[src/rtl/ce_grad_accum.sv]
// Batch-mean cross-entropy gradient accumulator fed by the -1/p reciprocal table.
// Optional macro CE_GRAD_SAT_EN: saturating accumulate with sticky out_sat; otherwise acc wraps.
//
// Handshake rule for both ports: a beat transfers on a rising clk edge where
// valid && ready are both high; valid, once raised, holds with stable data until that edge.
module ce_grad_accum #(
    parameter int BATCH_LOG2 = 3,
    parameter int ACC_W      = 16
) (
    input  logic             clk,
    input  logic             rst_n,
    input  logic             in_valid,
    output logic             in_ready,
    input  logic [11:0]      in_p,
    input  logic             in_y,
    output logic [11:0]      tbl_addr,
    input  logic [12:0]      tbl_data,
    output logic             out_valid,
    input  logic             out_ready,
    output logic [ACC_W-1:0] out_grad,
    output logic             out_sat
);

    localparam int CNT_W = BATCH_LOG2 + 1;
    localparam logic [CNT_W-1:0] BATCH_N   = CNT_W'(2 ** BATCH_LOG2);
    localparam logic [CNT_W-1:0] LAST_TERM = CNT_W'(2 ** BATCH_LOG2 - 1);

    typedef enum logic {
        ACCUM  = 1'b0,
        OUTPUT = 1'b1
    } state_t;

    state_t             state_q, state_d;
    logic [ACC_W-1:0]   acc_q, acc_d;
    logic [CNT_W-1:0]   accept_cnt_q, accept_cnt_d;
    logic [CNT_W-1:0]   term_cnt_q, term_cnt_d;
    logic               sat_q, sat_d;
    logic               v_q, v_d;
    logic [11:0]        p_q, p_d;
    logic               y_q, y_d;

    logic               accept;
    logic               accum;
    logic               out_xfer;
    logic [ACC_W-1:0]   tbl_ext;
    logic [ACC_W-1:0]   term;
    logic [ACC_W-1:0]   add_res;
    logic               add_ovf;
    logic signed [ACC_W-1:0] acc_s;
    logic [ACC_W-1:0]   acc_mean;

    // in_ready depends only on registered state; rst_n gating keeps it low during reset.
    assign in_ready  = rst_n && (state_q == ACCUM) && (accept_cnt_q < BATCH_N);
    assign out_valid = rst_n && (state_q == OUTPUT);
    assign accept    = in_valid && in_ready;
    assign accum     = v_q && (state_q == ACCUM);
    assign out_xfer  = out_valid && out_ready;

    assign tbl_addr  = rst_n ? (y_q ? p_q : ~p_q) : 12'd0;

    // Extend before negating so a -4096 table entry becomes +4096 without overflow.
    assign tbl_ext = {{(ACC_W-13){tbl_data[12]}}, tbl_data};
    assign term    = y_q ? tbl_ext : (~tbl_ext + 1'b1);

`ifdef CE_GRAD_SAT_EN
    localparam logic [ACC_W-1:0] ACC_MAX = {1'b0, {(ACC_W-1){1'b1}}};
    localparam logic [ACC_W-1:0] ACC_MIN = {1'b1, {(ACC_W-1){1'b0}}};
    logic [ACC_W:0] sum_ext;

    always_comb begin
        sum_ext = {acc_q[ACC_W-1], acc_q} + {term[ACC_W-1], term};
        add_ovf = sum_ext[ACC_W] ^ sum_ext[ACC_W-1];
        if (add_ovf) begin
            add_res = sum_ext[ACC_W] ? ACC_MIN : ACC_MAX;
        end else begin
            add_res = sum_ext[ACC_W-1:0];
        end
    end

    assign out_sat = out_valid && sat_q;
`else
    always_comb begin
        add_res = acc_q + term;
        add_ovf = 1'b0;
    end

    assign out_sat = 1'b0;
`endif

    assign acc_s    = acc_q;
    assign acc_mean = acc_s >>> BATCH_LOG2;
    assign out_grad = out_valid ? acc_mean : '0;

    always_comb begin
        state_d      = state_q;
        acc_d        = acc_q;
        accept_cnt_d = accept_cnt_q;
        term_cnt_d   = term_cnt_q;
        sat_d        = sat_q;
        v_d          = accept;
        p_d          = p_q;
        y_d          = y_q;

        if (accept) begin
            p_d          = in_p;
            y_d          = in_y;
            accept_cnt_d = accept_cnt_q + 1'b1;
        end

        if (accum) begin
            acc_d      = add_res;
            sat_d      = sat_q | add_ovf;
            term_cnt_d = term_cnt_q + 1'b1;
            if (term_cnt_q == LAST_TERM) begin
                state_d = OUTPUT;
            end
        end

        // Returning to ACCUM starts a fresh batch; nothing can be accepted in OUTPUT.
        if ((state_q == OUTPUT) && out_ready) begin
            state_d      = ACCUM;
            acc_d        = '0;
            accept_cnt_d = '0;
            term_cnt_d   = '0;
            sat_d        = 1'b0;
        end
    end

    always_ff @(posedge clk) begin
        if (!rst_n) begin
            state_q      <= ACCUM;
            acc_q        <= '0;
            accept_cnt_q <= '0;
            term_cnt_q   <= '0;
            sat_q        <= 1'b0;
            v_q          <= 1'b0;
            p_q          <= 12'd0;
            y_q          <= 1'b0;
        end else begin
            state_q      <= state_d;
            acc_q        <= acc_d;
            accept_cnt_q <= accept_cnt_d;
            term_cnt_q   <= term_cnt_d;
            sat_q        <= sat_d;
            v_q          <= v_d;
            p_q          <= p_d;
            y_q          <= y_d;
        end
    end

    a_out_hold: assert property (@(posedge clk) disable iff (!rst_n)
        (out_valid && !out_ready) |=> (out_valid && $stable(out_grad)));

    a_no_accept_in_output: assert property (@(posedge clk) disable iff (!rst_n)
        out_valid |-> !in_ready);

    a_xfer_leaves_output: assert property (@(posedge clk) disable iff (!rst_n)
        out_xfer |=> !out_valid);

endmodule

[config.mk]
export PLATFORM = sky130hd
export DESIGN_NAME = ce_grad_accum
export DESIGN_NICKNAME = d
export VERILOG_FILES = /design/src/rtl/ce_grad_accum.sv
export SDC_FILE = /design/constraint.sdc
export NUM_CORES = 1
export LEC_CHECK = 0
export ABC_AREA = 1
export CAP_MARGIN = 30
export CORE_MARGIN = 1.5
export CORE_UTILIZATION = 35
export CTS_BUF_LIST = sky130_fd_sc_hd__clkbuf_8
export CTS_CLUSTER_DIAMETER = 80
export DETAILED_ROUTE_END_ITERATION = 8
export GPL_ROUTABILITY_DRIVEN = 0
export GPL_TIMING_DRIVEN = 0
export PLACE_DENSITY = 0.69
export SLEW_MARGIN = 10
export SYNTH_ARGS = -nofsm -noshare
export SYNTH_HDL_FRONTEND = slang
export SYNTH_SLANG_ARGS = --single-unit
[constraint.sdc]
create_clock -name clk -period 7.5 [get_ports clk]
set_input_delay 2.25 -clock clk [delete_from_list [all_inputs] [get_ports clk]]
set_output_delay 2.25 -clock clk [all_outputs]
set_load 0.01 [all_outputs]
# Word-level counts from Yosys, hierarchy flattened
# Cells that the tools add are included.
# Widths: inputs -> output; s select.
# classes
bitwise	4
n_div	0
n_reduce_logical	8
eq_ne	1
mux	4
n_mul	0
magnitude_cmp	1
n_shift	0
addsub	4
# op_table
op	count
$mux 16	2
$mux 12	2
$add 16x1->16 const B	1
$add 16x16->16	1
$not 16->16	1
$not 12->12	1
$add 4x1->4 const B	2
$logic_and 1x1->1	6
$eq 4x3->1 const B	1
$lt 4x4->1 const B	1
$not 1->1	2
$reduce_and 2->1	1
$reduce_or 2->1	1
# word_totals
register_bits	39
output_inout_bits	31
latchBits	0
mem_bits_rw	0
input_bits	30
memories	0
rom_bits	0

# Longest topological paths before layout
# depth
ltp_word	4
ltp_mapped	21
mapped_depth_nobuf	21

# Worst setup path after synthesis
# OpenSTA, ideal clock, no wires.
# synth_path
path_type	in2out
startpoint	in rst_n
endpoint	out out_grad[13]
slack_ns	2.453
stages	3
t_arrival_ns	2.797
n_path_buf	1
cell_sequence	nand2_1 > nor2_1 > buf_4
# synth_between
elab_chain_cells	2
# synth_rtl
item	line	rtl
start, declared	11	input logic rst_n,
$logic_and 1x1->1	54	assign out_valid = rst_n && (state_q == OUTPUT);
$mux 16	92	assign out_grad = out_valid ? acc_mean : '0;
end, declared	20	output logic [ACC_W-1:0] out_grad,
# No other way between the ends.

# Final worst setup path
# layout_path
startpoint	in rst_n
endpoint	out tbl_addr[11]
# layout_between
elab_chain_cells	1
# layout_rtl
item	line	rtl
$mux 12	59	assign tbl_addr = rst_n ? (y_q ? p_q : ~p_q) : 12'd0;
end, declared	16	output logic [11:0] tbl_addr,
# No other way between the ends.

==> metrics.md <==
| Metric | Value |
|---|---|
| Status | `finished, final reports clean` |
| Layout Utilization | `46.32%` |
| Vias per cell | `4.920` |
| Htree depth | `2` |
| Fmax | `0.1556 GHz` |
| Total Routing Usage GR | `17.80%` |
| Fin. Hold Viols | `0` |
| Fin nets | `562` |
| Crit-path cells | `clkdlybuf4s50_1 -> clkbuf_1 -> o21ai_0 -> a21oi_1 -> clkdlybuf4s50_1` |
| Worst Path Max Fanout | `10` |
| Setup TNS | `0 ns` |
| Layout fillers | `829` |
| Reg-to-Reg End | `acc_q[9]` |
| CTS resizes | `0` |
| R2R Path Start | `y_q` |
| Class of the worst hold path | `register to register` |
| Pwr dens | `172.3 nW/µm²` |
| # diodes | `0` |
| GR Overflow Total | `0` |
| Antenna Nets Post-Route | `0` |
| Post-route minimum period | `6.427 ns` |
| 1st-iter DRT viols | `167` |
| RSZ-0062 raised after global routing | `false` |
| Pin count of the biggest net entering global routing | `14` |
| Slowest cell on the critical path | `clkdlybuf4s50_1` |
| Yosys cell types | `35` |
| Dpl ws | `1.063 ns` |
| Postcts setup bufs | `0` |
| Avg Inst Size Synth | `6.552 µm²` |
| Fraction of registers with async set/reset | `0%` |
| Most used DFF post-synth | `dfxtp_1` |
| CP arrival | `4.18 ns` |
| Total CTS buffers | `5` |
| Cell Area, Synth | `2909 µm²` |
| Initial Util | `35.76%` |
| Synthesized flop and latch total | `39` |
| CTS Root Buffer Type | `clkbuf_8` |
| Peak VDD IR | `0.1151 mV` |
| Clk slew on worst S/H paths | `0.08 ns` |
| Avg WL per Cell | `12.32 µm` |
| Initial antenna violation count | `0` |
| Die area | `8867 µm²` |
| Hold EP | `p_q[9]` |
| CP most frequent cell | `clkdlybuf4s50_1` |
| CP Class | `primary input to output pin` |
| Final setup vio count | `0` |
| Fraction of layout cells with a size suffix above 1 | `8.611%` |
| Period utilization | `85.69%` |
| Number of synthesized flops with an enable pin | `0` |
| Final WL | `7589 µm` |
| # rows | `33` |
| Via count | `3031` |
| Worst R2R Setup Slack | `4.78 ns` |
| Hold path depth | `2` |
| IO buf count | `59` |
| Vias in the first global route | `2766` |
| R2R cell count | `15` |
| Clock skew | `0.008139 ns` |
| HP Start | `p_q[9]` |
| CP startpoint kind | `primary input` |
| Initial DRT Pass Iterations | `5` |
| Max cap viols | `0` |
| Register area | `780.7 µm²` |
| Net count after synthesis | `496` |
| Cells after Synth | `444` |
| Max clock buf depth | `2` |
| Clk Latency, worst-skew pair | `0.30 ns` |
| Slowest stage delay, CP | `0.66 ns` |
| Drt drc | `0` |
| Synthesis warning total | `0` |
| Leakage Power | `1.736 nW` |
| Die height | `94.17 µm` |
| Max Slew Vio Count | `0` |
| P&R area growth vs syn | `29.51%` |
| Post-DP HPWL | `5865 µm` |
| Core Box Area | `8134 µm²` |
| Post-route setup slack | `1.073 ns` |
| CTS Sinks | `39` |
| Ports | `61` |
| TritonCTS clock tree | `built` |
| Cts hold-fix bufs | `0` |
| Die Span X | `94.17 µm` |
| Worst EP required | `5.25 ns` |
| Sequential fraction of the synthesis area | `26.84%` |
| Area of the multi-input gates | `1727 µm²` |
| Fin Hold WS | `0.4794 ns` |
| CP Capture Type | `output pin` |
| Global-route wire length before repair | `12470 µm` |
power breakdown:
group | switching (mW) | total (mW) | internal, mW
combinational | 0.121 | 0.205 | 0.0840
clock | 0.0825 | 0.215 | 0.133
sequential | 0.00800 | 0.229 | 0.221
worst max-delay path: cells and delay by family:
kind                   cells  cell delay (ns)
buffers and inverters      3             1.60
AO/OA/AOI/OAI              2             0.33
flip-flops by register name, indices dropped and copies added, names as in the netlist:
register and count:
p_q 12, v_q 1, accept_cnt_q 4, term_cnt_q 4, state_q 1, y_q 1, acc_q 16
cell families (layout without fill, tap and decap cells):
family,Yosys count,after routing,synth area share [%]
other,1,1,0.1289
xor gates and xnor gates,16,16,4.817
buffers and inverters,96,163,13.81
DFF,39,39,26.84
and+or+nand+nor,158,158,24.69
adders and majority gates,22,22,9.720
AOI/OAI and AO/OA,112,112,20.00
synth_stat cells, types with 2 or more instances:
cell	count	share of area, %
a21o_1	2	0.52
a21oi_1	57	9.8
a21oi_2	2	0.60
buf_2	5	0.86
buf_4	5	1.3
buf_6	2	0.77
clkbuf_1	6	0.77
dfxtp_1	39	27
ha_1	21	9.0
inv_1	73	9.4
inv_2	4	0.52
nand2_1	59	7.6
nand2_2	10	2.2
nand3_1	17	2.9
nand3_2	2	0.69
nand4_1	3	0.65
nor2_1	53	6.8
nor2_4	2	0.77
nor3_1	6	1.0
nor3_4	2	1.1
o21ai_0	36	6.2
o21ai_1	11	1.9
xnor2_1	4	1.2
xor2_1	12	3.6
placed cells by master (no fill, tap or decap), types with 5 or more instances in the layout:
cell             synthesis  routed
nand2_2                 10      10
ha_1                    21      21
a21oi_1                 57      57
clkbuf_8                 0       5
nor3_1                   6       6
nand2_1                 59      59
clkbuf_1                 6       6
o21ai_1                 11      11
buf_2                    5       5
nor2_1                  53      53
inv_1                   73      73
nand3_1                 17      17
xor2_1                  12      12
dfxtp_1                 39      39
clkdlybuf4s50_1          0      59
o21ai_0                 36      36
buf_4                    5       5
final cells by class:
cell class                 count  share of cell area (%)
multi-input combinational    309                   45.83
sequential                    39                   20.72
timing repair buffer          59                   15.68
inverter                      78                   7.805
tap                          105                   3.487
buffer                        18                   2.856
clock buffer                   5                   1.827
clock inverter                 3                   1.793
worst max path at each step:
stage | start | end | slack (ns) | cells after the start
finish | rst_n | tbl_addr[11] | 1.07 | 5
global route | rst_n | tbl_addr[1] | 0.91 | 5
CTS | rst_n | tbl_addr[11] | 1.06 | 5
detailed placement | rst_n | out_grad[3] | 1.06 | 5
global placement | rst_n | out_grad[3] | 1.07 | 5
floorplan | rst_n | out_grad[13] | 2.45 | 3
routing by layer:
layer / track usage [%] / part of all wire [%] / vias up / wire length (µm)
met4: 3.607 / 0.71 / 0 / 54
met1: 22.74 / 46 / 1385 / 3468
met2: 31.47 / 48 / 91 / 3647
met5: 0 / 0 / - / 0
met3: 2.670 / 5.5 / 6 / 419
li1: - / - / 1549 / -
per-stage QoR:
| stage | total power [mW] | cells | area, µm² |
|---|---|---|---|
| floorplan | 0.3706 | 444 | 2909 |
| global placement | 0.4313 | 608 | 3631 |
| detailed placement | 0.4360 | 608 | 3631 |
| CTS | 0.6511 | 616 | 3767 |
| global route | 0.6862 | 616 | 3767 |
| finish | 0.6492 | 616 | 3767 |
(Power assumes the default switching activity.)
